## config.mk

```make
export PLATFORM = sky130hd
export DESIGN_NAME = rice_core_execute_stage_flat
export DESIGN_NICKNAME = d
export VERILOG_FILES = /design/src/rtl/rice_core_pkg.sv /design/src/rtl/rice_core_execute_stage_if.sv /design/src/rtl/rice_core_alu.sv /design/src/rtl/rice_core_branch_unit.sv /design/src/rtl/rice_core_execute_stage.sv /design/src/flat_wrapper.sv
export SDC_FILE = /design/constraint.sdc
export NUM_CORES = 1
export LEC_CHECK = 0
export BUFFER_PORTS_ARGS = -buffer_cell sky130_fd_sc_hd__buf_4
export CAP_MARGIN = 20
export CORE_UTILIZATION = 61
export DETAILED_ROUTE_END_ITERATION = 10
export PLACE_DENSITY = 0.83
export REMOVE_ABC_BUFFERS = 1
export SLEW_MARGIN = 20
export SYNTH_ARGS = -nofsm -noshare
export SYNTH_HDL_FRONTEND = slang
export SYNTH_SLANG_ARGS = --single-unit
export TNS_END_PERCENT = 50
```

## constraint.sdc

```tcl
create_clock -name i_clk -period 6 [get_ports i_clk]
set_clock_uncertainty 0.15 [all_clocks]
set_input_delay 0.9 -clock i_clk [delete_from_list [all_inputs] [get_ports i_clk]]
set_output_delay 0.9 -clock i_clk [all_outputs]
set_load 0.005 [all_outputs]
```

## src/rtl/rice_core_pkg.sv

```systemverilog
// Shared rice core types: ALU command/source selects, branch operations and
// the execute-stage output buffer states.
package rice_core_pkg;

  typedef enum logic [3:0] {
    ALU_ADD, ALU_SUB, ALU_SLL, ALU_SLT, ALU_SLTU,
    ALU_XOR, ALU_SRL, ALU_SRA, ALU_OR, ALU_AND
  } rice_core_alu_command;

  typedef enum logic [1:0] {
    ALU_SRC1_RS1, ALU_SRC1_PC, ALU_SRC1_ZERO
  } rice_core_alu_source1;

  typedef enum logic [1:0] {
    ALU_SRC2_RS2, ALU_SRC2_IMM, ALU_SRC2_IMM_4
  } rice_core_alu_source2;

  typedef struct packed {
    rice_core_alu_command command;
    rice_core_alu_source1 source1;
    rice_core_alu_source2 source2;
  } rice_core_alu_operation;

  typedef enum logic [3:0] {
    BRANCH_NONE, BRANCH_JAL, BRANCH_JALR, BRANCH_BEQ, BRANCH_BNE,
    BRANCH_BLT, BRANCH_BGE, BRANCH_BLTU, BRANCH_BGEU
  } rice_core_branch_operation;

  typedef enum logic [1:0] {
    BUF_EMPTY, BUF_ONE, BUF_FULL
  } rice_core_buffer_state;

endpackage

```

## src/rtl/rice_core_execute_stage_if.sv

```systemverilog
// Decode-to-execute-to-writeback bus of the execute stage.
// master = decode/writeback side, slave = the execute stage.
interface rice_core_execute_stage_if #(parameter int XLEN = 32);
  import rice_core_pkg::*;

  logic                      i_valid;
  logic                      o_ready;
  logic [XLEN-1:0]           i_pc;
  logic [XLEN-1:0]           i_rs1_value;
  logic [XLEN-1:0]           i_rs2_value;
  logic [XLEN-1:0]           i_imm_value;
  rice_core_alu_operation    i_alu_operation;
  rice_core_branch_operation i_branch_operation;
  logic [4:0]                i_rd;
  logic                      i_flush;
  logic                      o_valid;
  logic                      i_ready;
  logic [XLEN-1:0]           o_result;
  logic [4:0]                o_rd;
  logic                      o_redirect;
  logic [XLEN-1:0]           o_redirect_pc;

  modport master (
    output i_valid, i_pc, i_rs1_value, i_rs2_value, i_imm_value,
           i_alu_operation, i_branch_operation, i_rd, i_flush, i_ready,
    input  o_ready, o_valid, o_result, o_rd, o_redirect, o_redirect_pc
  );

  modport slave (
    input  i_valid, i_pc, i_rs1_value, i_rs2_value, i_imm_value,
           i_alu_operation, i_branch_operation, i_rd, i_flush, i_ready,
    output o_ready, o_valid, o_result, o_rd, o_redirect, o_redirect_pc
  );

endinterface

```

## src/rtl/rice_core_alu.sv

```systemverilog
// Core ALU: operand source muxing followed by the integer operation.
module rice_core_alu
  import rice_core_pkg::*;
#(
  parameter int XLEN = 32
) (
  input  logic [XLEN-1:0]        i_pc,
  input  logic [XLEN-1:0]        i_rs1_value,
  input  logic [XLEN-1:0]        i_rs2_value,
  input  logic [XLEN-1:0]        i_imm_value,
  input  rice_core_alu_operation i_operation,
  output logic [XLEN-1:0]        o_result
);
  localparam int SHW = $clog2(XLEN);

  logic [XLEN-1:0] w_a;
  logic [XLEN-1:0] w_b;
  logic [SHW-1:0]  w_shamt;

  always_comb begin
    w_a = '0;
    case (i_operation.source1)
      ALU_SRC1_RS1: w_a = i_rs1_value;
      ALU_SRC1_PC:  w_a = i_pc;
      default:      w_a = '0;
    endcase
  end

  always_comb begin
    w_b = '0;
    case (i_operation.source2)
      ALU_SRC2_RS2:   w_b = i_rs2_value;
      ALU_SRC2_IMM:   w_b = i_imm_value;
      ALU_SRC2_IMM_4: w_b = XLEN'(4);
      default:        w_b = '0;
    endcase
  end

  assign w_shamt = w_b[SHW-1:0];

  always_comb begin
    o_result = '0;
    case (i_operation.command)
      ALU_ADD:  o_result = w_a + w_b;
      ALU_SUB:  o_result = w_a - w_b;
      ALU_SLL:  o_result = w_a << w_shamt;
      ALU_SLT:  o_result = XLEN'($signed(w_a) < $signed(w_b));
      ALU_SLTU: o_result = XLEN'(w_a < w_b);
      ALU_XOR:  o_result = w_a ^ w_b;
      ALU_SRL:  o_result = w_a >> w_shamt;
      ALU_SRA:  o_result = $unsigned($signed(w_a) >>> w_shamt);
      ALU_OR:   o_result = w_a | w_b;
      ALU_AND:  o_result = w_a & w_b;
      default:  o_result = '0;
    endcase
  end

endmodule

```

## src/rtl/rice_core_branch_unit.sv

```systemverilog
// Branch resolution: operand compare and redirect target, purely combinational.
module rice_core_branch_unit
  import rice_core_pkg::*;
#(
  parameter int XLEN = 32
) (
  input  logic [XLEN-1:0]          i_pc,
  input  logic [XLEN-1:0]          i_rs1_value,
  input  logic [XLEN-1:0]          i_rs2_value,
  input  logic [XLEN-1:0]          i_imm_value,
  input  rice_core_branch_operation i_operation,
  output logic                     o_taken,
  output logic [XLEN-1:0]          o_target
);
  localparam logic [XLEN-1:0] LSB_MASK = ~{{(XLEN-1){1'b0}}, 1'b1};

  logic w_eq;
  logic w_lt;
  logic w_ltu;

  assign w_eq  = (i_rs1_value == i_rs2_value);
  // One extra sign bit lets a single signed compare cover the full range.
  assign w_lt  = $signed({i_rs1_value[XLEN-1], i_rs1_value}) <
                 $signed({i_rs2_value[XLEN-1], i_rs2_value});
  assign w_ltu = (i_rs1_value < i_rs2_value);

  always_comb begin
    o_taken = 1'b0;
    case (i_operation)
      BRANCH_JAL:  o_taken = 1'b1;
      BRANCH_JALR: o_taken = 1'b1;
      BRANCH_BEQ:  o_taken = w_eq;
      BRANCH_BNE:  o_taken = !w_eq;
      BRANCH_BLT:  o_taken = w_lt;
      BRANCH_BGE:  o_taken = !w_lt;
      BRANCH_BLTU: o_taken = w_ltu;
      BRANCH_BGEU: o_taken = !w_ltu;
      default:     o_taken = 1'b0;
    endcase
  end

  always_comb begin
    o_target = i_pc + i_imm_value;
    if (i_operation == BRANCH_JALR) o_target = (i_rs1_value + i_imm_value) & LSB_MASK;
  end

endmodule

```

## src/rtl/rice_core_execute_stage.sv

```systemverilog
// Execute stage: ALU + branch resolution, results registered toward writeback
// through an output register backed by one skid entry.
module rice_core_execute_stage
  import rice_core_pkg::*;
#(
  parameter int XLEN = 32
) (
  input logic                        i_clk,
  input logic                        i_rst,
  rice_core_execute_stage_if.slave   bus
);
  typedef struct packed {
    logic [XLEN-1:0] result;
    logic [4:0]      rd;
  } entry_t;

  rice_core_buffer_state r_state;
  rice_core_buffer_state w_state_next;
  entry_t                r_out;
  entry_t                r_skid;
  entry_t                w_entry;
  logic                  r_ready;
  logic                  r_redirect;
  logic [XLEN-1:0]       r_redirect_pc;

  logic [XLEN-1:0]       w_alu_result;
  logic                  w_taken;
  logic [XLEN-1:0]       w_target;
  logic                  w_accept;
  logic                  w_keep;
  logic                  w_redirect_next;
  logic                  w_load_out;
  logic                  w_load_skid;
  logic                  w_skid_to_out;

  rice_core_alu #(.XLEN(XLEN)) u_alu (
    .i_pc        (bus.i_pc),
    .i_rs1_value (bus.i_rs1_value),
    .i_rs2_value (bus.i_rs2_value),
    .i_imm_value (bus.i_imm_value),
    .i_operation (bus.i_alu_operation),
    .o_result    (w_alu_result)
  );

  rice_core_branch_unit #(.XLEN(XLEN)) u_branch (
    .i_pc        (bus.i_pc),
    .i_rs1_value (bus.i_rs1_value),
    .i_rs2_value (bus.i_rs2_value),
    .i_imm_value (bus.i_imm_value),
    .i_operation (bus.i_branch_operation),
    .o_taken     (w_taken),
    .o_target    (w_target)
  );

  assign w_entry  = '{result: w_alu_result, rd: bus.i_rd};
  assign w_accept = bus.i_valid && bus.o_ready;
  // The slot right after a redirect is wrong-path: consume it, keep nothing.
  assign w_keep   = w_accept && !r_redirect;
  assign w_redirect_next = !bus.i_flush && w_keep && w_taken;

  always_comb begin
    w_state_next  = r_state;
    w_load_out    = 1'b0;
    w_load_skid   = 1'b0;
    w_skid_to_out = 1'b0;
    if (bus.i_flush) begin
      w_state_next = BUF_EMPTY;
    end else begin
      case (r_state)
        BUF_EMPTY: begin
          if (w_keep) begin
            w_state_next = BUF_ONE;
            w_load_out   = 1'b1;
          end
        end
        BUF_ONE: begin
          if (w_keep && bus.i_ready) begin
            w_load_out = 1'b1;
          end else if (w_keep) begin
            w_state_next = BUF_FULL;
            w_load_skid  = 1'b1;
          end else if (bus.i_ready) begin
            w_state_next = BUF_EMPTY;
          end
        end
        BUF_FULL: begin
          if (bus.i_ready) begin
            w_state_next  = BUF_ONE;
            w_skid_to_out = 1'b1;
          end
        end
        default: w_state_next = BUF_EMPTY;
      endcase
    end
  end

  always_ff @(posedge i_clk) begin
    if (i_rst) begin
      r_state       <= BUF_EMPTY;
      r_out         <= '0;
      r_skid        <= '0;
      r_ready       <= 1'b1;
      r_redirect    <= 1'b0;
      r_redirect_pc <= '0;
    end else begin
      r_state    <= w_state_next;
      r_ready    <= (w_state_next != BUF_FULL);
      r_redirect <= w_redirect_next;
      if (w_load_out)         r_out <= w_entry;
      else if (w_skid_to_out) r_out <= r_skid;
      if (w_load_skid)        r_skid <= w_entry;
      if (w_redirect_next)    r_redirect_pc <= w_target;
    end
  end

  assign bus.o_ready       = r_ready && !i_rst;
  assign bus.o_valid       = (r_state != BUF_EMPTY);
  assign bus.o_result      = r_out.result;
  assign bus.o_rd          = r_out.rd;
  assign bus.o_redirect    = r_redirect;
  assign bus.o_redirect_pc = r_redirect_pc;

endmodule

```

## src/flat_wrapper.sv

```systemverilog
// flat-port wrapper written by rule: the top's interface ports become plain ports
module rice_core_execute_stage_flat import rice_core_pkg::*;
#(
  parameter int XLEN = 32
)
  (i_clk, i_rst, bus_i_valid, bus_i_pc, bus_i_rs1_value, bus_i_rs2_value, bus_i_imm_value, bus_i_alu_operation, bus_i_branch_operation, bus_i_rd, bus_i_flush, bus_i_ready, bus_o_ready, bus_o_valid, bus_o_result, bus_o_rd, bus_o_redirect, bus_o_redirect_pc);
  rice_core_execute_stage_if #(.XLEN(XLEN)) bus_i ();
  input logic i_clk;
  input logic i_rst;
  input wire logic [$bits(bus_i.i_valid)-1:0] bus_i_valid;
  input wire logic [$bits(bus_i.i_pc)-1:0] bus_i_pc;
  input wire logic [$bits(bus_i.i_rs1_value)-1:0] bus_i_rs1_value;
  input wire logic [$bits(bus_i.i_rs2_value)-1:0] bus_i_rs2_value;
  input wire logic [$bits(bus_i.i_imm_value)-1:0] bus_i_imm_value;
  input wire logic [$bits(bus_i.i_alu_operation)-1:0] bus_i_alu_operation;
  input wire logic [$bits(bus_i.i_branch_operation)-1:0] bus_i_branch_operation;
  input wire logic [$bits(bus_i.i_rd)-1:0] bus_i_rd;
  input wire logic [$bits(bus_i.i_flush)-1:0] bus_i_flush;
  input wire logic [$bits(bus_i.i_ready)-1:0] bus_i_ready;
  output wire logic [$bits(bus_i.o_ready)-1:0] bus_o_ready;
  output wire logic [$bits(bus_i.o_valid)-1:0] bus_o_valid;
  output wire logic [$bits(bus_i.o_result)-1:0] bus_o_result;
  output wire logic [$bits(bus_i.o_rd)-1:0] bus_o_rd;
  output wire logic [$bits(bus_i.o_redirect)-1:0] bus_o_redirect;
  output wire logic [$bits(bus_i.o_redirect_pc)-1:0] bus_o_redirect_pc;
  assign bus_i.i_valid = bus_i_valid;
  assign bus_i.i_pc = bus_i_pc;
  assign bus_i.i_rs1_value = bus_i_rs1_value;
  assign bus_i.i_rs2_value = bus_i_rs2_value;
  assign bus_i.i_imm_value = bus_i_imm_value;
  assign bus_i.i_alu_operation = bus_i_alu_operation;
  assign bus_i.i_branch_operation = bus_i_branch_operation;
  assign bus_i.i_rd = bus_i_rd;
  assign bus_i.i_flush = bus_i_flush;
  assign bus_i.i_ready = bus_i_ready;
  assign bus_o_ready = bus_i.o_ready;
  assign bus_o_valid = bus_i.o_valid;
  assign bus_o_result = bus_i.o_result;
  assign bus_o_rd = bus_i.o_rd;
  assign bus_o_redirect = bus_i.o_redirect;
  assign bus_o_redirect_pc = bus_i.o_redirect_pc;
  rice_core_execute_stage #(.XLEN(XLEN)) u_core (.i_clk(i_clk), .i_rst(i_rst), .bus(bus_i));
endmodule
```

==> impl_metrics.env <==
export IMPL_dr_pass1_iters=8
export IMPL_hold_violations=0
export IMPL_finalSetupViolCount=0
export IMPL_start_kind="input port"
export IMPL_clockBufferDepth=2
export IMPL_relSlewSlack=0.2295
export IMPL_drive_gt1_frac=0.1604
export IMPL_track_usage=0.4753
export IMPL_htree_levels=3
export IMPL_p_switching_mw=1.510
export IMPL_cts_tree="done"
export IMPL_swShare=0.4639
export IMPL_dp_hpwl_um=58800
export IMPL_worstSetupEndpointType="flip-flop"
export IMPL_via_count=21850
export IMPL_cap_violations=0
export IMPL_intPower_mw=1.745
export IMPL_combPwrFrac=0.562
export IMPL_synth_yosys_seq_area_share=0.1188
export IMPL_fmax_ghz=0.1959
export IMPL_n_antenna_cell=0
export IMPL_final_cells=3065
export IMPL_clk_latency_ns=0.40
export IMPL_io_buffers=221
export IMPL_dieArea_sq_um=31080
export IMPL_rows=63
export IMPL_crit_chain="buf_4 -> buf_4 -> mux2i_1 -> nor2_1 -> buf_4 -> ha_1 -> nor2b_1 -> nor3_1 -> o41ai_1 -> a21oi_1 -> o21bai_1 -> a21oi_1 -> o22a_1 -> a21oi_1 -> a2111oi_0 -> a211oi_1"
export IMPL_path_class="input port to flip-flop"
export IMPL_p_per_area_nw_per_um2=156.6
export IMPL_grt_pass1_vias=20040
export IMPL_gr_total_overflow=0
export IMPL_fp_dieW_um=176.3
export IMPL_drc=0
export IMPL_wl_um=75740
export IMPL_numCtsBuffers=9
export IMPL_synthCells=2548
export IMPL_r2r_end="u_core.bus.o_redirect_pc[17]"
export IMPL_min_from="u_core.r_skid[3]"
export IMPL_r2r_cells=10
export IMPL_synth_edf_count=0
export IMPL_cts_hold_buf=0
export IMPL_worst_slew_pin_slew_ns=1.144
export IMPL_cts_setup_buffers=0
export IMPL_cts_resized_gates=0
export IMPL_crit_path_max_fanout=20
export IMPL_rr_startpoint="u_core.r_ready"
export IMPL_post_route_period_util=0.8509
export IMPL_hold_slack_ns=0.3180
export IMPL_grt_max_degree=62
export IMPL_cp_data_arrival_time_ns=5.22
export IMPL_rsz0062_at_grt="no"
export IMPL_synth_top_area_frac=0.1296
export IMPL_synth_main_ff_cell="dfxtp_1"
export IMPL_ir_worst_vdd_v=0.0002437
export IMPL_gp_congestion=1.127
export IMPL_yosys_warnings=0
export IMPL_start_util=0.6219
export IMPL_crit_slowest_cell="a2111oi_0"
export IMPL_seq_power_share=0.235
export IMPL_synthArstFlopShare=0
export IMPL_synth_area_leader_cell="ha_1"
export IMPL_cts_clk_slew_worst_paths_ns=0.10
export IMPL_slowest_delay_ns=0.73
export IMPL_avgSynthCellArea_sq_um=7.273
export IMPL_cp_endpoint="u_core.bus.o_result[27]"
export IMPL_outcome="finished, final reports clean"
export IMPL_utilization=0.6976
export IMPL_worst_r2r_setup_slack_ns=2.67
export IMPL_placed_cells=3048
export IMPL_cts_sinks=110
export IMPL_num_io_pins=222
export IMPL_ys_types=92
export IMPL_p_clk_frac=0.203
export IMPL_period_minus_slack_ns=5.106
export IMPL_wl_per_cell_um=24.71
export IMPL_fin_nets=3016
export IMPL_synthToLayoutAreaGrowth_pct=12.16
export IMPL_viasPerCell=7.129
export IMPL_synth_area_top_cells="ha_1 (13%), dfxtp_1 (12%), mux2i_1 (8.2%), a21oi_1 (6.3%), nor2_1 (4.9%)"
export IMPL_fillers=2458
export IMPL_required_ns=6.12
export IMPL_cts_root_buf="clkbuf_16"
export IMPL_antenna_found_initial=2
export IMPL_synth_area_sq_um=18530
export IMPL_leakagePower_nw=9.209
export IMPL_antenna_left=0
export IMPL_first_iter_violations=3071
export IMPL_die_h_um=176.3
export IMPL_grt_pass1_wl_um=114600
export IMPL_core_sq_um=29800
export IMPL_ys_seq_elements=110
export IMPL_hold_path_class="flip-flop to flip-flop"
export IMPL_startpoint="bus_i_alu_operation[2]"
export IMPL_slew_viol_final=0
cells in the mapped netlist (all sizes together) (20+ instances only):
| library cell | number |
|---|---|
| clkbuf | 124 |
| or2 | 48 |
| buf | 47 |
| a31oi | 29 |
| mux4 | 34 |
| nand3 | 56 |
| o21a | 20 |
| a211oi | 110 |
| o21ai | 157 |
| inv | 143 |
| o211ai | 36 |
| o22ai | 33 |
| a21o | 56 |
| nor3 | 57 |
| ha | 192 |
| dfxtp | 110 |
| xnor2 | 36 |
| nor2 | 253 |
| a21oi | 236 |
| nand2 | 193 |
| nand2b | 27 |
| nor2b | 47 |
| mux2i | 153 |
| nand4 | 20 |
area by class of cell:
type / count / area, sq um / share of cell area
Sequential cell: 110 / 2202 / 0.1059
Clock inverter: 7 / 98.84 / 0.004756
Multi-Input combinational cell: 2122 / 15090 / 0.7260
Timing Repair Buffer: 282 / 2135 / 0.1027
Inverter: 145 / 546.8 / 0.02631
Clock buffer: 9 / 225.2 / 0.01084
Tap cell: 390 / 488.0 / 0.02348
per-stage QoR:
step,area (sq um),setup WS [ns],power (mW),setup TNS [ns]
6_report,20780,0.8945,3.255,0
5_1_grt,20780,0.4916,3.397,0
4_1_cts,20770,1.041,3.176,0
3_5_place_dp,20450,0.6184,2.515,0
3_3_place_gp,20450,0.7275,2.482,0
2_1_floorplan,17780,-0.6040,1.894,-6.442
per-layer routing:
layer	wire, um	vias up	GRT usage	part of all wire
met5	0	-	0	0
li1	-	9755	-	-
met1	29020	10140	0.6133	0.38
met4	4286	0	0.2551	0.057
met3	10300	285	0.1279	0.14
met2	32140	1672	0.7177	0.42
worst max-delay path, delay by kind of cell:
kind	cells	cell delay, ns
AO/OA/AOI/OAI	8	2.13
buffers and inverters	3	0.82
adder cells (fa/ha/maj)	1	0.63
AND/OR/NAND/NOR	3	0.40
multiplexers	1	0.31
worst min-delay path by stage:
stage	end	slack, ns	cells past startpoint
global route	u_core.r_skid[3]	0.34	2
finish	u_core.r_skid[3]	0.32	2
CTS	u_core.r_skid[0]	0.32	2
floorplan	u_core.r_skid[0]	0.28	2
global placement	u_core.r_skid[0]	0.29	2
detailed placement	u_core.r_skid[3]	0.31	2
state kept, by name (all words and copies together) (netlist names):
| register | flops |
|---|---|
| u_core.r_skid | 37 |
| u_core.bus.o_redirect_pc | 32 |
| u_core.bus.o_result | 32 |
| u_core.bus.o_rd | 5 |
| u_core.r_state | 2 |
| u_core.bus.o_redirect | 1 |
| u_core.r_ready | 1 |
power by group through the flow:
stage,registers (mW),clock network (mW),logic (mW)
after detailed placement,0.780,0,1.73
final,0.764,0.661,1.83
after floorplan,0.781,0,1.11
after CTS,0.764,0.665,1.75
after global placement,0.779,0,1.70
after global routing,0.767,0.694,1.94
kinds of logic after synthesis:
family,synth area share
simple gates,0.2051
flops,0.1188
compound gates,0.3146
fa+ha+maj,0.1340
xor+xnor,0.02552
buf+inv,0.06988
mux,0.1321
layout by cell type (no fill, tap or decap), drive strengths merged, types with 12 or more instances in the layout:
master	count
a21oi	236
o211ai	36
or2	48
nor2	253
o22ai	33
inv	145
a21o	56
nor4	16
o311ai	12
nand2b	27
a2111oi	16
nand4	20
o2111ai	15
buf	281
and3	16
o21ai	157
dfxtp	110
a221oi	16
a211oi	110
o31ai	15
nand2	193
mux4	34
mux2	12
nor2b	47
o21a	20
a31oi	29
o21bai	15
mux2i	153
xor2	18
nor3	57
ha	192
xnor2	36
nand3	56
o221ai	18
(Power assumes the default switching activity.)
